`config.mk`:
```
export PLATFORM = sky130hd
export DESIGN_NAME = alu_mc
export DESIGN_NICKNAME = d
export VERILOG_FILES = /design/src/rtl/alu_pkg.sv /design/src/rtl/alu_muldiv_seq.sv /design/src/rtl/alu_mc.sv
export SDC_FILE = /design/constraint.sdc
export NUM_CORES = 1
export LEC_CHECK = 0
export ABC_AREA = 1
export BUFFER_PORTS_ARGS = -buffer_cell sky130_fd_sc_hd__buf_2
export CORE_ASPECT_RATIO = 1.2
export CORE_UTILIZATION = 57
export CTS_CLUSTER_DIAMETER = 120
export DETAILED_ROUTE_END_ITERATION = 10
export PLACE_DENSITY = 0.88
export SLEW_MARGIN = 5
export SYNTH_ARGS = -nofsm -noshare
export SYNTH_HDL_FRONTEND = slang
export SYNTH_SLANG_ARGS = --single-unit
```
`constraint.sdc`:
```
create_clock -name clk -period 1.25 [get_ports clk]
set_input_delay 0 -clock clk [delete_from_list [all_inputs] [get_ports clk]]
set_output_delay 0 -clock clk [all_outputs]
set_load 0.05 [all_outputs]
```
`src/rtl/alu_pkg.sv`:
```
`default_nettype none
// ============================================================================
// Module   : alu_pkg
// Purpose  : Op codes, FSM states and shared helpers for the alu_mc ALU.
// Revision : 1.0 - initial release
// ============================================================================
package alu_pkg;

  localparam int WORD_SIZE = 32;

  typedef enum logic [3:0] {
    ALU_ADD   = 4'd0,
    ALU_SUB   = 4'd1,
    ALU_AND   = 4'd2,
    ALU_OR    = 4'd3,
    ALU_XOR   = 4'd4,
    ALU_SLL   = 4'd5,
    ALU_SRL   = 4'd6,
    ALU_SRA   = 4'd7,
    ALU_SLT   = 4'd8,
    ALU_SLTU  = 4'd9,
    ALU_MUL   = 4'd10,
    ALU_MULHU = 4'd11,
    ALU_DIVU  = 4'd12,
    ALU_REMU  = 4'd13
  } alu_op_t;

  typedef enum logic [1:0] {
    S_IDLE = 2'd0,
    S_BUSY = 2'd1,
    S_DONE = 2'd2
  } alu_state_t;

  function automatic logic is_muldiv(input logic [3:0] op);
    return (op == ALU_MUL) || (op == ALU_MULHU) || (op == ALU_DIVU) || (op == ALU_REMU);
  endfunction

endpackage
`default_nettype wire

```
`src/rtl/alu_muldiv_seq.sv`:
```
`default_nettype none
// ============================================================================
// Module   : alu_muldiv_seq
// Purpose  : Iterative unsigned multiply (shift-add) / divide (restoring),
//            one iteration per cycle. Present only with ALU_MC_MULDIV_EN.
// Revision : 1.0 - initial release
// ============================================================================
`ifdef ALU_MC_MULDIV_EN
module alu_muldiv_seq
  import alu_pkg::*;
#(
  parameter int WIDTH = WORD_SIZE,
  parameter int SHW   = $clog2(WIDTH)
) (
  input  logic             clk,
  input  logic             rst_n,
  input  logic             start,
  input  logic [3:0]       op,
  input  logic [WIDTH-1:0] a,
  input  logic [WIDTH-1:0] b,
  output logic             done,
  output logic [WIDTH-1:0] res
);

  logic             r_busy;
  logic [SHW-1:0]   r_cnt;
  logic             r_div;
  logic             r_hi_sel;
  logic [WIDTH-1:0] r_b;
  logic [WIDTH-1:0] r_hi;
  logic [WIDTH-1:0] r_lo;

  logic [WIDTH:0]   w_sum;
  logic [WIDTH:0]   w_sh;
  logic             w_ge;
  logic [WIDTH-1:0] w_diff;
  logic [WIDTH-1:0] w_hi_n;
  logic [WIDTH-1:0] w_lo_n;

  // hi/lo double as product {hi,lo} for multiply and {remainder,quotient} for divide
  assign w_sum  = {1'b0, r_hi} + (r_lo[0] ? {1'b0, r_b} : '0);
  assign w_sh   = {r_hi, r_lo[WIDTH-1]};
  assign w_ge   = (w_sh >= {1'b0, r_b});
  assign w_diff = w_sh[WIDTH-1:0] - r_b;

  always_comb begin
    if (r_div) begin
      w_hi_n = w_ge ? w_diff : w_sh[WIDTH-1:0];
      w_lo_n = {r_lo[WIDTH-2:0], w_ge};
    end else begin
      w_hi_n = w_sum[WIDTH:1];
      w_lo_n = {w_sum[0], r_lo[WIDTH-1:1]};
    end
  end

  assign done = r_busy && (r_cnt == '0);
  assign res  = r_hi_sel ? w_hi_n : w_lo_n;

  always_ff @(posedge clk or negedge rst_n) begin
    if (!rst_n) begin
      r_busy   <= 1'b0;
      r_cnt    <= '0;
      r_div    <= 1'b0;
      r_hi_sel <= 1'b0;
      r_b      <= '0;
      r_hi     <= '0;
      r_lo     <= '0;
    end else if (start) begin
      r_busy   <= 1'b1;
      r_cnt    <= SHW'(WIDTH - 1);
      r_div    <= (op == ALU_DIVU) || (op == ALU_REMU);
      r_hi_sel <= (op == ALU_MULHU) || (op == ALU_REMU);
      r_b      <= b;
      r_hi     <= '0;
      r_lo     <= a;
    end else if (r_busy) begin
      r_hi <= w_hi_n;
      r_lo <= w_lo_n;
      if (r_cnt == '0) r_busy <= 1'b0;
      else             r_cnt  <= r_cnt - 1'b1;
    end
  end

endmodule
`endif
`default_nettype wire

```
`src/rtl/alu_mc.sv`:
```
`default_nettype none
// ============================================================================
// Module   : alu_mc
// Purpose  : Multi-cycle integer ALU with valid/ready handshake on both sides.
//            Define ALU_MC_MULDIV_EN to enable MUL/MULHU/DIVU/REMU.
// Revision : 1.0 - initial release
// ============================================================================
module alu_mc
  import alu_pkg::*;
#(
  parameter int WIDTH = WORD_SIZE,
  parameter int SHW   = $clog2(WIDTH)
) (
  input  logic             clk,
  input  logic             rst_n,
  input  logic             in_valid,
  output logic             in_ready,
  input  logic [3:0]       op,
  input  logic [WIDTH-1:0] a,
  input  logic [WIDTH-1:0] b,
  output logic             out_valid,
  input  logic             out_ready,
  output logic [WIDTH-1:0] result,
  output logic             zero,
  output logic             err
);

  alu_state_t       r_state;
  alu_state_t       w_next;
  logic [WIDTH-1:0] r_result;
  logic             r_zero;
  logic             r_err;

  logic             w_accept;
  logic             w_go_busy;
  logic             w_illegal;
  logic             w_load;
  logic [SHW-1:0]   w_shamt;
  logic [WIDTH-1:0] w_sc_res;
  logic [WIDTH-1:0] w_res_next;
  logic             w_md_done;
  logic [WIDTH-1:0] w_md_res;

  assign w_accept = (r_state == S_IDLE) && in_valid;
  assign w_shamt  = b[SHW-1:0];

`ifdef ALU_MC_MULDIV_EN
  assign w_go_busy = is_muldiv(op);
  assign w_illegal = (op > ALU_REMU);

  alu_muldiv_seq #(
    .WIDTH (WIDTH),
    .SHW   (SHW)
  ) u_muldiv (
    .clk   (clk),
    .rst_n (rst_n),
    .start (w_accept && w_go_busy),
    .op    (op),
    .a     (a),
    .b     (b),
    .done  (w_md_done),
    .res   (w_md_res)
  );
`else
  assign w_go_busy = 1'b0;
  assign w_illegal = is_muldiv(op) || (op > ALU_REMU);
  assign w_md_done = 1'b0;
  assign w_md_res  = '0;
`endif

  // Mul/div and illegal codes fall to the default and yield zero here
  always_comb begin
    w_sc_res = '0;
    case (op)
      ALU_ADD:  w_sc_res = a + b;
      ALU_SUB:  w_sc_res = a - b;
      ALU_AND:  w_sc_res = a & b;
      ALU_OR:   w_sc_res = a | b;
      ALU_XOR:  w_sc_res = a ^ b;
      ALU_SLL:  w_sc_res = a << w_shamt;
      ALU_SRL:  w_sc_res = a >> w_shamt;
      ALU_SRA:  w_sc_res = $unsigned($signed(a) >>> w_shamt);
      ALU_SLT:  w_sc_res = {{(WIDTH-1){1'b0}}, ($signed(a) < $signed(b))};
      ALU_SLTU: w_sc_res = {{(WIDTH-1){1'b0}}, (a < b)};
      default:  w_sc_res = '0;
    endcase
  end

  always_ff @(posedge clk or negedge rst_n) begin
    if (!rst_n) r_state <= S_IDLE;
    else        r_state <= w_next;
  end

  always_comb begin
    w_next = r_state;
    case (r_state)
      S_IDLE:  if (in_valid)  w_next = w_go_busy ? S_BUSY : S_DONE;
      S_BUSY:  if (w_md_done) w_next = S_DONE;
      S_DONE:  if (out_ready) w_next = S_IDLE;
      default: w_next = S_IDLE;
    endcase
  end

  always_comb begin
    in_ready  = (r_state == S_IDLE);
    out_valid = (r_state == S_DONE);
  end

  // zero is derived from the same next value that lands in result
  assign w_load     = (w_accept && !w_go_busy) || ((r_state == S_BUSY) && w_md_done);
  assign w_res_next = (r_state == S_BUSY) ? w_md_res : w_sc_res;

  always_ff @(posedge clk or negedge rst_n) begin
    if (!rst_n) begin
      r_result <= '0;
      r_zero   <= 1'b0;
      r_err    <= 1'b0;
    end else if (w_load) begin
      r_result <= w_res_next;
      r_zero   <= (w_res_next == '0);
      r_err    <= (r_state == S_IDLE) && w_illegal;
    end
  end

  assign result = r_result;
  assign zero   = r_zero;
  assign err    = r_err;

endmodule
`default_nettype wire

```
==> results of run 1 <==
==> through the flow <==
| step | setup slack [ns] | instances |
|---|---|---|
| 3_3_place_gp | -1.36 | 3003 |
| 4_1_cts | -0.796 | 3057 |
| 2_1_floorplan | -0.812 | 2307 |
| 3_5_place_dp | -1.58 | 3003 |
==> what timing repair did <==
| action | in CTS |
|---|---|
| pin swaps | 148 |
| gates resized for setup | 580 |
| endpoints found under the hold margin | 36 |
| endpoints found under the setup margin | 33 |
| setup buffers | 47 |
| cloned | 2 |
| hold buffers | 2 |
==> layer usage <==
| layer | GRT usage [%] | overflow |
|---|---|---|
| met1 | 88.9 | 19 |
| met2 | 117 | 830 |
| met4 | 106 | 305 |
| met5 | 63.5 | 1 |
| met3 | 82.3 | 15 |
==> kinds of logic after synthesis <==
group | count (synthesis)
multiplexers | 1
flip-flops | 35
AND/OR/NAND/NOR | 1525
AO/OA/AOI/OAI | 222
buffers and inverters | 423
XOR/XNOR | 1
adder cells (fa/ha/maj) | 100
==> implementation parameters, run 1 <==
Parameter                              Value

Logic synthesis
  Multiplexer fraction of the synthesized cell area    0.0858%
  Post-synthesis xor/xnor area fraction    0.0750%
  Most frequent cells after synthesis    nand2_1 (828), nand3_1 (413), inv_1 (314)
  Ys async rst share    100%
  Adder-cell share of the synthesized area    10.8%
  Average size of a mapped cell    5.06 um^2
  Number of library cell types mapped by synthesis    45
  Post-Syn Nets    2479
  Flip-flop and latch count after synthesis    35
  Synth Instances    2307
  Post-Synth Simple-Gate Area    55.5%
  Portion of the post-synthesis area used by sequential elements    7.50%
  Warnings from Yosys    0
  Cell accounting for the most synthesized area    nand2_1
  Leading cell types by total area after synthesis    nand2_1 (27%), nand3_1 (18%), ha_1 (11%), inv_1 (10%), dfrtp_1 (7.5%)
  Complex-gate fraction of the synthesized area    10.9%
  Prevailing post-synth register cell    dfrtp_1
  Area share of the largest cell type after synthesis    26.6%
  Main combinational cell family by area after synthesis    simple AND/OR/NAND/NOR gates
  Synthesized area    11700 um^2
  Cell with the most instances after synthesis    nand2_1
  Number of synthesized flops with an enable pin    0

Global route
  Largest net degree at the start of global routing    63
  Via count of the first global-routing pass    26.5k
  Gr ovfl total    1170
  Overall fraction of global-route tracks in use    97.1%
  Wire length of the first global-routing pass    161 mm

Status
  Result of the run    stopped before the end
  Error msg    [ERROR GRT-0116] Global routing finished with congestion. Check the congestion regions in the DRC Viewer.
  Stopping stage    global routing (5_1_grt)

Placement
  Hpwl dp    50.3 mm
  Post-place instance area    15500 um^2
  Number of buffers inserted by port buffering    107
  Routability cong.    1.24

Clocking
  Num CTS Buffers    5
  Clk sink count    35
  CTS H-tree depth    2
  CTS max path bufs    2
  CTS root buf    clkbuf_16

Floorplan
  Die outline width    133 um
  Die boundary height    159 um
  Initial cell density of the core    58.9%
  Number of standard-cell rows in the floorplan    56
  Boundary Pins    108
==> inputs of run 2 (changes only) <==
Settings changed: CORE_ASPECT_RATIO 1.2 to not set, CORE_UTILIZATION 57 to 40, CTS_CLUSTER_DIAMETER 120 to not set, PLACE_DENSITY 0.88 to not set, PLACE_DENSITY_LB_ADDON set to 0.15.
Clock period 1.25 ns to 1.6 ns, I/O delays scaled along.
==> run 2 against run 1 <==
Against the previous run: the flow now finishes, with violations (setup timing); synthesized cell count unchanged; synthesized area unchanged.
==> implementation parameters, run 2 <==
Parameter                              Value

Routing
  Wire length per cell    22.1 um
  DRC errors left    0
  Final ANT Viol Nets    0
  Initial DRC Count    2283
  Vias after detailed routing    19.6k
  Vias/cell    5.81
  Detailed-routing iteration count for the pre-antenna-repair pass    7
  Routed wire length    74.4 mm

Timing
  Worst slack on hold paths    0.0186 ns
  Number of pins exceeding their max-slew limit in the final report    0
  Final setup violation count    33
  RSZ-0062 raised after global routing    yes
  Pin slew with the least headroom to its limit    0.533 ns
  Final setup slack of the worst path    -0.723 ns
  Fin crit period    2.32 ns
  Post-route fraction of the period consumed by the critical path    145%
  Relative slew slack    64.1%
  Maximum operating frequency    0.430 GHz
  Final count of hold timing violations    0
  Final-layout setup total negative slack    -6.91 ns
  Clock skew    0.00500 ns

Floorplan
  Initial cell density of the core    40.7% (-18 points)
  Number of standard-cell rows in the floorplan    62 (+11%)
  Area inside the core boundary    28700 um^2
  Boundary Pins    108 (unchanged)
  Die outline width    173 um (+30%)
  Die boundary height    173 um (+8.9%)
  Floorplan die area    29900 um^2

Clocking
  CTS H-tree depth    2 (unchanged)
  Skew-Pair Late Insertion Delay    0.28 ns
  CTS max path bufs    2 (unchanged)
  Clock tree from TritonCTS    done
  Clk sink count    35 (unchanged)
  CTS root buf    clkbuf_16
  Num CTS Buffers    5 (unchanged)
  Clock transition at the register clock pins on the worst setup and hold paths after CTS    0.06 ns

Logic synthesis
  Area share of the largest cell type after synthesis    26.6% (unchanged)
  Synthesized area    11700 um^2 (unchanged)
  Leading cell types by total area after synthesis    nand2_1 (27%), nand3_1 (18%), ha_1 (11%), inv_1 (10%), dfrtp_1 (7.5%)
  Post-Syn Nets    2479 (unchanged)
  Prevailing post-synth register cell    dfrtp_1
  Flip-flop and latch count after synthesis    35 (unchanged)
  Most frequent cells after synthesis    nand2_1 (828), nand3_1 (413), inv_1 (314)
  Cell accounting for the most synthesized area    nand2_1
  Warnings from Yosys    0 (unchanged)
  Number of synthesized flops with an enable pin    0 (unchanged)
  Portion of the post-synthesis area used by sequential elements    7.50% (unchanged)
  Average size of a mapped cell    5.06 um^2 (unchanged)
  Synth Instances    2307 (unchanged)
  Ys async rst share    100% (unchanged)
  Number of library cell types mapped by synthesis    45 (unchanged)
  Cell with the most instances after synthesis    nand2_1

Flow run
  Maxcap violations    0

Setup path
  Startpoint of the most critical register-to-register path    r_state[1]
  Capture point of the worst reg-to-reg path    result[1]
  Depth of the most critical reg-to-reg path    5
  Timing endpoint of the critical path    zero
  Reg2Reg Setup Slack    0.28 ns
  Worst EP required    1.82 ns
  CP Max Fanout    5
  Startpoint of the most critical setup path    b[0]
  Sort of element at the start of the critical path    input port
  Worst Setup Path Type    input port to register
  Crit end category    register
  Endpoint arrival time on the critical path    2.54 ns

Global route
  Wire length of the first global-routing pass    104 mm
  Overall fraction of global-route tracks in use    45.2%
  Gr ovfl total    0
  Largest net degree at the start of global routing    52
  Via count of the first global-routing pass    17.9k
  Initial antenna violation count    2

Power
  Switching fraction of total power    51.7%
  Part of the power in registers    10.8%
  Worst-case vdd ir drop    0.505 mV
  Portion of total power attributed to the clock network    10.8%
  Int Power    0.00517 W
  Power density cells    500 nW/um^2
  Sw Pwr    0.00553 W
  Combinational fraction of design power    78.4%
  Leakage power    11.5 nW

Cells and area
  Number of nets in the layout    3157
  Commonest non-fill, non-tap cell in the layout    nand2_1
  Number of standard cells in the layout, taps in and fillers out    3370
  # diodes    0
  Share of layout cells above drive strength 1    49.3%
  Final Core Density    74.6%
  Largest register FFs    32
  Layout overhead on the synthesized area    83.6%
  Top library cells by usage in the layout, fill and taps aside    nand2_1 (605), buf_4 (567), nand3_1 (307)

Placement
  Number of buffers inserted by port buffering    107 (unchanged)
  Hpwl dp    56.3 mm (+12%)
  Routability cong.    1.10 (-11%)
  Number of placed instances with taps included    3279 (+9.2%)

Status
  Result of the run    complete, but fails checks
  Failing checks    setup timing

Worst hold path
  Hold crit path type    input port to register
-- run 2: cell counts after synthesis --
Identical to the previous run, type by type.
-- run 2: timing repair --
| item | 4_1_cts | 5_1_grt |
|---|---|---|
| pin swaps | 99 | 200 |
| endpoints found under the hold margin | 25 | 0 |
| hold buffers | 2 | 0 |
| endpoints found under the setup margin | 33 | 33 |
| buffers inserted | 33 | 60 |
| gates cloned | 3 | 5 |
| resized for setup | 538 | 493 |
-- run 2: layout make-up --
class,count,area [um^2]
multi-input cells,1849,12100
fillers,2307,7280
repair buffers,770,6420
inverters,324,1330
flip-flops and latches,35,877
well taps,384,480
clock buffers,6,139
clock inverters,2,35.0
-- run 2: worst max-delay path, stage by stage --
cell,delay [ns]
buf_8,0.09
buf_12,0.13
ha_4,0.13
inv_2,0.05
fa_2,0.37
nand2_4,0.09
nand2_4,0.08
nand3_4,0.11
nand2_8,0.09
buf_4,0.15
buf_6,0.12
nand3_4,0.05
nand4_1,0.12
nand3_2,0.13
nand2_4,0.10
nor2_4,0.11
nand2_1,0.09
nor2_1,0.12
nand2_1,0.08
nor2_2,0.17
nand3_1,0.08
nand2_1,0.07
-- run 2: how the worst min path moves through the flow --
| stage | cells past startpoint | slack, ns | end | startpoint |
|---|---|---|---|---|
| 2_1_floorplan | 0 | -0.30 | err | rst_n |
| 3_3_place_gp | 1 | -0.05 | result[31] | rst_n |
| 6_report | 3 | 0.02 | r_state[1] | in_valid |
| 3_5_place_dp | 1 | -0.05 | result[31] | rst_n |
| 4_1_cts | 3 | 0.01 | r_state[1] | in_valid |
| 5_1_grt | 3 | 0.04 | r_state[1] | in_valid |
-- run 2: kinds of logic after synthesis --
group                    share of synthesized area, %
AO/OA/AOI/OAI                                    10.9
XOR/XNOR                                       0.0751
adder cells (fa/ha/maj)                          10.8
buffers and inverters                            15.2
flip-flops                                       7.50
multiplexers                                   0.0858
AND/OR/NAND/NOR                                  55.5
-- run 2: metal layers --
| layer | GRT usage [%] | share of wire, % | up-vias |
|---|---|---|---|
| met3 | 9.85 | 11 | 359 |
| met5 | 0 | 0.024 | - |
| li1 | - | - | 8785 |
| met1 | 56.5 | 37 | 9097 |
| met2 | 70.1 | 43 | 1336 |
| met4 | 29.6 | 8.5 | 4 |
-- run 2: power groups by stage --
| stage | logic (W) | clock network (W) | registers, W |
|---|---|---|---|
| 6_report | 0.00839 | 0.00115 | 0.00116 |
| 5_1_grt | 0.00877 | 0.00121 | 0.00119 |
| 4_1_cts | 0.00717 | 0.00116 | 0.00116 |
| 3_5_place_dp | 0.00627 | 0 | 0.00117 |
| 3_3_place_gp | 0.00622 | 0 | 0.00117 |
| 2_1_floorplan | 0.00272 | 0 | 0.00178 |
-- run 2: through the flow --
stage               power [W]  worst slack [ns]  area (um^2)
finish                 0.0107            -0.723        21400
CTS                   0.00950            -0.572        19200
global placement      0.00739             -1.29        16800
global route           0.0112            -0.815        21400
floorplan             0.00450            -0.462        12000
detailed placement    0.00744             -1.27        16800
Power figures use the tool's default switching activity.
==> inputs of run 3 (changes only) <==
Settings changed: ABC_AREA 1 to not set, ABC_CLOCK_PERIOD_IN_PS set to 1600.
==> run 3 against run 2 <==
Against the previous run: the run still ends with setup timing left; die area decreased by 3.5%; worst hold slack improved by 0.27 ns; cell count decreased by 22%; non-clock buffer count increased by 61; first-iteration DRC count decreased by 24%; sequential share of layout area increased by 0.46 points; wire length decreased by 11%; highest routed layer unchanged; critical path type unchanged.
==> implementation parameters, run 3 <==
Parameter                              Value

Status
  Result of the run    complete, but fails checks
  Failing checks    setup timing

Timing
  Maximum operating frequency    0.265 GHz (-38%)
  Final setup violation count    33 (unchanged)
  RSZ-0062 raised after global routing    yes
  Number of pins exceeding their max-slew limit in the final report    0 (unchanged)
  Post-route fraction of the period consumed by the critical path    236% (+91 points)
  Relative slew slack    50.2% (-14 points)
  Pin slew with the least headroom to its limit    0.747 ns (+0.213 ns)
  Worst slack on hold paths    0.293 ns (+0.275 ns)
  Final count of hold timing violations    0 (unchanged)
  Fin crit period    3.78 ns (+1.45 ns)
  Final setup slack of the worst path    -2.18 ns (-1.45 ns)
  Clock skew    0.00589 ns (+0.000892 ns)

Floorplan
  Boundary Pins    108 (unchanged)
  Initial cell density of the core    40.6% (-0.049 points)
  Die boundary height    170 um (-1.8%)
  Die outline width    170 um (-1.8%)
  Number of standard-cell rows in the floorplan    61 (-1.6%)
  Floorplan die area    28800 um^2 (-3.5%)
  Area inside the core boundary    27700 um^2 (-3.5%)

Clocking
  Skew-Pair Late Insertion Delay    0.28 ns (about the same)
  CTS root buf    clkbuf_16
  CTS H-tree depth    2 (unchanged)
  Clk sink count    35 (unchanged)
  CTS max path bufs    2 (unchanged)
  Clock tree from TritonCTS    done
  Num CTS Buffers    5 (unchanged)
  Clock transition at the register clock pins on the worst setup and hold paths after CTS    0.05 ns (about the same)

Global route
  Gr ovfl total    0 (unchanged)
  Overall fraction of global-route tracks in use    45.0% (-0.29 points)
  Via count of the first global-routing pass    15.9k (-11%)
  Initial antenna violation count    1 (-1)
  Largest net degree at the start of global routing    36 (-31%)
  Wire length of the first global-routing pass    96.8 mm (-6.6%)

Setup path
  Critical path, cell by cell    buf_12 -> ha_4 -> fa_2 -> a21o_1 -> a221o_1 -> a221o_1 -> a211oi_2 -> nand4_1 -> or4b_4 -> or4_4 -> nor4b_4 -> nand4_1 -> nor4b_2 -> a41o_1
  Worst path slowest cell    or4b_4
  CP Max Fanout    5 (unchanged)
  Worst EP required    1.82 ns (about the same)
  Crit end category    register
  Worst Setup Path Type    input port to register
  Endpoint arrival time on the critical path    4.00 ns (+1.46 ns)
  Sort of element at the start of the critical path    input port
  Delay contributed by the slowest stage of the critical path    0.58 ns (+0.21 ns)

Logic synthesis
  Average size of a mapped cell    7.36 um^2 (+45%)
  Portion of the post-synthesis area used by sequential elements    7.78% (+0.28 points)
  Cell with the most instances after synthesis    nand2_1
  Area share of the largest cell type after synthesis    10.9% (-16 points)
  Post-Syn Nets    1701 (-31%)
  Warnings from Yosys    0 (unchanged)
  Number of library cell types mapped by synthesis    93 (+110%)
  Ys async rst share    100% (unchanged)
  Synth Instances    1529 (-34%)
  Prevailing post-synth register cell    dfrtp_1
  Flip-flop and latch count after synthesis    35 (unchanged)
  Number of synthesized flops with an enable pin    0 (unchanged)
  Leading cell types by total area after synthesis    ha_1 (11%), mux4_2 (9.6%), dfrtp_1 (7.8%), nand2_1 (5.2%), mux2i_1 (5.1%)
  Cell accounting for the most synthesized area    ha_1
  Most frequent cells after synthesis    nand2_1 (157), nor2_1 (143), ha_1 (98)
  Synthesized area    11300 um^2 (-3.6%)

Cells and area
  # diodes    0 (unchanged)
  Layout overhead on the synthesized area    71.3%
  Top library cells by usage in the layout, fill and taps aside    buf_4 (666), nand2_1 (149), nor2_1 (136)
  Share of layout cells above drive strength 1    51.3% (+2.0 points)
  Commonest non-fill, non-tap cell in the layout    buf_4
  Number of nets in the layout    2405 (-24%)
  Number of standard cells in the layout, taps in and fillers out    2612 (-22%)
  Final Core Density    69.6% (-5.1 points)
  Largest register FFs    32 (unchanged)

Power
  Worst-case vdd ir drop    0.378 mV (-25%)
  Leakage power    8.95 nW (-22%)
  Overall power consumption    0.0104 W (-2.9%)
  Power density cells    539 nW/um^2 (+8.0%)

Routing
  Final ANT Viol Nets    0 (unchanged)
  Vias/cell    6.28 (+8.0%)
  Vias after detailed routing    16.4k (-16%)
  Detailed-routing iteration count for the pre-antenna-repair pass    7 (unchanged)
  Wire length per cell    25.4 um (+15%)
  DRC errors left    0 (unchanged)
  Routed wire length    66.2 mm (-11%)
  Initial DRC Count    1726 (-24%)

Placement
  Number of placed instances with taps included    2548 (-22%)
  Number of buffers inserted by port buffering    107 (unchanged)
  Routability cong.    1.05 (-4.9%)
  Hpwl dp    53.7 mm (-4.6%)

Worst hold path
  Hold crit path type    input port to register

Flow run
  Maxcap violations    0 (unchanged)
run 3: cell count changes in the layout (fill, tap and decap cells not counted), moves of 48 or more:
cell,change
nand2_1,-456
nand3_1,-278
nand2_2,-161
inv_1,-146
buf_4,+99
nand3_2,-80
nand2_4,-62
inv_2,-60
nor2_2,-51
nor2_4,-50
buf_6,-49
mux2i_1,+48
mux4_2,+48
run 3: area by class of cell:
cell class	count	area (um^2)
inverter	97	412
timing repair buffer	831	6420
clock inverter	2	60.1
multi-input combinational	1263	10900
tap	378	473
clock buffer	6	129
fill	2322	8430
sequential	35	877
run 3: worst max-delay path, delay by kind of cell:
family / cells / cell delay, ns
simple gates: 6 / 2.04
buf+inv: 1 / 0.13
compound gates: 5 / 1.32
fa+ha+maj: 2 / 0.51
run 3: worst paths after layout:
path,slack (ns),to,startpoint,cells after the start
max,-2.18,zero,b[0],14
min,0.29,result[31],in_valid,4
max reg2reg,-1.93,zero,r_state[1],11
min reg2reg,0.46,result[10],result[10],2
max in group asynchronous,0.76,r_state[1],rst_n,2
min in group asynchronous,0.32,result[22],rst_n,2
run 3: per-stage QoR:
stage	setup WS, ns	cell area [um^2]	TNS [ns]
5_1_grt	-2.36	19300	-34.75
3_5_place_dp	-2.79	17100	-48.00
2_1_floorplan	-2.28	11700	-35.07
4_1_cts	-2.11	18800	-31.77
6_report	-2.18	19300	-32.13
3_3_place_gp	-2.71	17100	-47.22
run 3: kinds of logic after synthesis:
logic type                 count (synthesis)  share of synthesized area (%)
xor gates and xnor gates                  12                          0.934
AOI/OAI and AO/OA                        492                           30.9
buffers and inverters                    231                           8.34
muxes                                    141                           18.5
and+or+nand+nor                          518                           22.3
DFF                                       35                           7.78
adders and majority gates                100                           11.3
run 3: what timing repair did:
| action | 4_1_cts | 5_1_grt |
|---|---|---|
| pin swaps | 107 | 75 |
| hold endpoints to repair | 36 | 0 |
| resized for setup | 241 | 100 |
| gates cloned | 1 | 0 |
| setup endpoints to repair | 33 | 33 |
| buffers inserted | 58 | 18 |
| hold buffers | 2 | 0 |
run 3: power by group:
part	internal, W	switching [W]
Sequential	0.00110	0.000104
Clock	0.000892	0.000349
Combinational	0.00348	0.00447
Total	0.00547	0.00492
run 3: per-layer routing:
metal	up-vias	wire length (um)	GRT usage, %	part of all wire [%]
li1	7212	-	-	-
met1	7868	26000	56.4	39
met2	1030	29200	72.7	44
met3	286	6290	6.79	9.5
met4	2	4700	26.9	7.1
met5	-	13	0	0.020
==> inputs of run 4 (changes only) <==
--- a/config.mk
+++ b/config.mk
@@ -9,2 +9,3 @@
 export BUFFER_PORTS_ARGS = -buffer_cell sky130_fd_sc_hd__buf_2
+export CAP_MARGIN = 20
 export CORE_UTILIZATION = 40
==> constraint.sdc (replaced) <==
create_clock -name clk -period 1.6 [get_ports clk]
set_input_delay 0.32 -clock clk [delete_from_list [all_inputs] [get_ports clk]]
set_output_delay 0.32 -clock clk [all_outputs]
set_load 0.05 [all_outputs]
==> run 4 against run 3 <==
Against the previous run: the run still ends with setup timing left; clock-buffer cell count is the same; via count shrank 0.41%; cell area shrank 0.15%; clock skew is essentially flat; power shrank 2.1%; setup slack lost 0.19 ns; wire length grew 0.15%; sequential power is essentially flat; cell count shrank 0.73%; fmax shrank 4.8%; worst hold slack lost 0.29 ns; non-clock buffer count shrank 18; critical path type unchanged; largest power group unchanged.
==> implementation parameters, run 4 (synthesized netlist as in run 3, its figures left out) <==
Parameter                              Value

Status
  Result of the run    complete, but fails checks
  Failing checks    setup timing

Timing
  Fin crit period    3.97 ns (+0.189 ns)
  Worst slack on hold paths    0.00521 ns (-0.288 ns)
  Pin slew with the least headroom to its limit    0.668 ns (-0.0788 ns)
  Final count of hold timing violations    0 (unchanged)
  Number of pins exceeding their max-slew limit in the final report    0 (unchanged)
  Final-layout setup total negative slack    -42.80 ns (-10.67 ns)
  Final setup violation count    33 (unchanged)
  Final setup slack of the worst path    -2.37 ns (-0.189 ns)
  RSZ-0062 raised after global routing    yes
  Clock skew    0.00585 ns (-0.0000405 ns)
  Post-route fraction of the period consumed by the critical path    248% (+12 points)
  Maximum operating frequency    0.252 GHz (-4.8%)
  Relative slew slack    55.1% (+4.9 points)

Setup path
  Sort of element at the start of the critical path    input port
  Worst Setup Path Type    input port to register
  Worst EP required    1.82 ns (about the same)
  Crit end category    register
  Endpoint arrival time on the critical path    4.19 ns (+0.19 ns)
  CP Max Fanout    5 (unchanged)

Routing
  DRC errors left    0 (unchanged)
  Routed wire length    66.3 mm (+0.15%)
  Detailed-routing iteration count for the pre-antenna-repair pass    6 (-1)
  Initial DRC Count    1930 (+12%)
  Vias after detailed routing    16.3k (-0.41%)
  Wire length per cell    25.6 um (+0.88%)
  Vias/cell    6.30 (+0.32%)
  Final ANT Viol Nets    0 (unchanged)

Global route
  Wire length of the first global-routing pass    96.2 mm (-0.63%)
  Gr ovfl total    0 (unchanged)
  Overall fraction of global-route tracks in use    44.7% (-0.22 points)
  Via count of the first global-routing pass    15.5k (-2.3%)
  Initial antenna violation count    0 (-1)
  Largest net degree at the start of global routing    36 (unchanged)

Power
  Int Power    0.00521 W (-4.7%)
  Combinational fraction of design power    78.9% (+2.4 points)
  Power density cells    529 nW/um^2 (-2.0%)
  Sw Pwr    0.00496 W (+0.77%)
  Overall power consumption    0.0102 W (-2.1%)
  Switching fraction of total power    48.8% (+1.4 points)
  Portion of total power attributed to the clock network    9.3% (-2.6 points)
  Leakage power    8.87 nW (-0.92%)
  Part of the power in registers    11.8% (+0.2 points)
  Worst-case vdd ir drop    0.390 mV (+3.2%)

Cells and area
  Share of layout cells above drive strength 1    51.4% (about the same)
  Commonest non-fill, non-tap cell in the layout    buf_4
  Final Core Density    69.5% (-0.10 points)
  # diodes    0 (unchanged)
  Largest register FFs    32 (unchanged)
  Layout overhead on the synthesized area    71.1%
  Number of nets in the layout    2387 (-0.75%)
  Number of inserted filler cells in the final layout    2290 (-1.4%)
  Top library cells by usage in the layout, fill and taps aside    buf_4 (628), nand2_1 (146), nor2_1 (132)

Clocking
  Clk sink count    35 (unchanged)
  Clock tree from TritonCTS    done
  CTS H-tree depth    2 (unchanged)
  Skew-Pair Late Insertion Delay    0.28 ns (about the same)
  CTS max path bufs    2 (unchanged)
  Num CTS Buffers    5 (unchanged)
  CTS root buf    clkbuf_16
  Clock transition at the register clock pins on the worst setup and hold paths after CTS    0.05 ns (about the same)

Flow run
  Maxcap violations    0 (unchanged)

Floorplan
  Die boundary height    170 um (unchanged)
  Initial cell density of the core    40.6% (unchanged)
  Boundary Pins    108 (unchanged)
  Number of standard-cell rows in the floorplan    61 (unchanged)
  Die outline width    170 um (unchanged)
  Floorplan die area    28800 um^2 (unchanged)
  Area inside the core boundary    27700 um^2 (unchanged)

Placement
  Number of buffers inserted by port buffering    107 (unchanged)
  Hpwl dp    53.3 mm (-0.86%)
  Routability cong.    1.05 (+0.72%)

Worst hold path
  Hold crit path type    input port to asynchronous set/reset pin
## run 4: changes by cell type in the layout (fill, tap and decap cells not counted), sizes merged
cell         delta
dlygate4sd3     -2
clkbuf          +3
clkinv          +1
buf            -19
bufinv          -2
## run 4: what timing repair did
item                       in CTS  in global routing
buffers inserted               55                 38
hold buffers                    0                  0
pin swaps                      64                 99
cloned                          1                  1
gates resized for setup       235                123
setup endpoints to repair      33                 33
## run 4: critical path, stage by stage
cell      delay, ns
buf_12         0.11
clkinv_8       0.04
ha_4           0.13
inv_2          0.04
fa_2           0.34
nor2b_4        0.15
o31ai_4        0.24
o211ai_1       0.11
buf_4          0.18
a21oi_1        0.19
xnor2_1        0.18
o211ai_1       0.15
or4b_1         0.55
or4_4          0.53
nor4b_2        0.24
buf_4          0.16
nand4_1        0.09
nor4b_2        0.23
a41o_1         0.19
## run 4: power groups by stage
stage	clock network [W]	logic (W)	registers [W]
2_1_floorplan	0	0.00283	0.00198
3_5_place_dp	0	0.00678	0.00122
6_report	0.000945	0.00803	0.00120
3_3_place_gp	0	0.00674	0.00121
5_1_grt	0.00101	0.00838	0.00123
4_1_cts	0.000967	0.00745	0.00121
## run 4: path summary, 6_finish.rpt
path | startpoint | endpoint | slack (ns) | cells after the start
worst max-delay path | a[0] | zero | -2.37 | 19
worst min-delay path | rst_n | result[20] | 0.005 | 1
worst max register to register | r_state[1] | zero | -1.84 | 12
worst min register to register | result[5] | result[5] | 0.46 | 2
max in group asynchronous | rst_n | r_state[1] | 1.04 | 2
min in group clk | out_ready | r_state[1] | 0.22 | 2
## run 4: per-layer routing
metal,share of wire [%],global-route usage [%],vias to the layer above
met5,0,0,-
met4,7.1,26.9,0
met3,10,9.42,287
met2,44,71.0,1035
met1,38,55.5,7830
li1,-,-,7179
## run 4: stage by stage
stage	instances	worst slack (ns)	area (um^2)
6_report	2593	-2.37	19200
5_1_grt	2593	-2.53	19200
4_1_cts	2580	-2.32	18600
3_5_place_dp	2523	-2.95	16900
3_3_place_gp	2523	-2.85	16900
2_1_floorplan	1529	-2.60	11700
## run 4: cell type report
type	count	area [um^2]	share of cell area, %
flip-flops and latches	35	877	4.56
clock buffers	6	139	0.722
multi-input cells	1263	11000	56.9
clock inverters	1	5.00	0.0260
well taps	378	473	2.46
inverters	97	404	2.10
repair buffers	813	6390	33.2
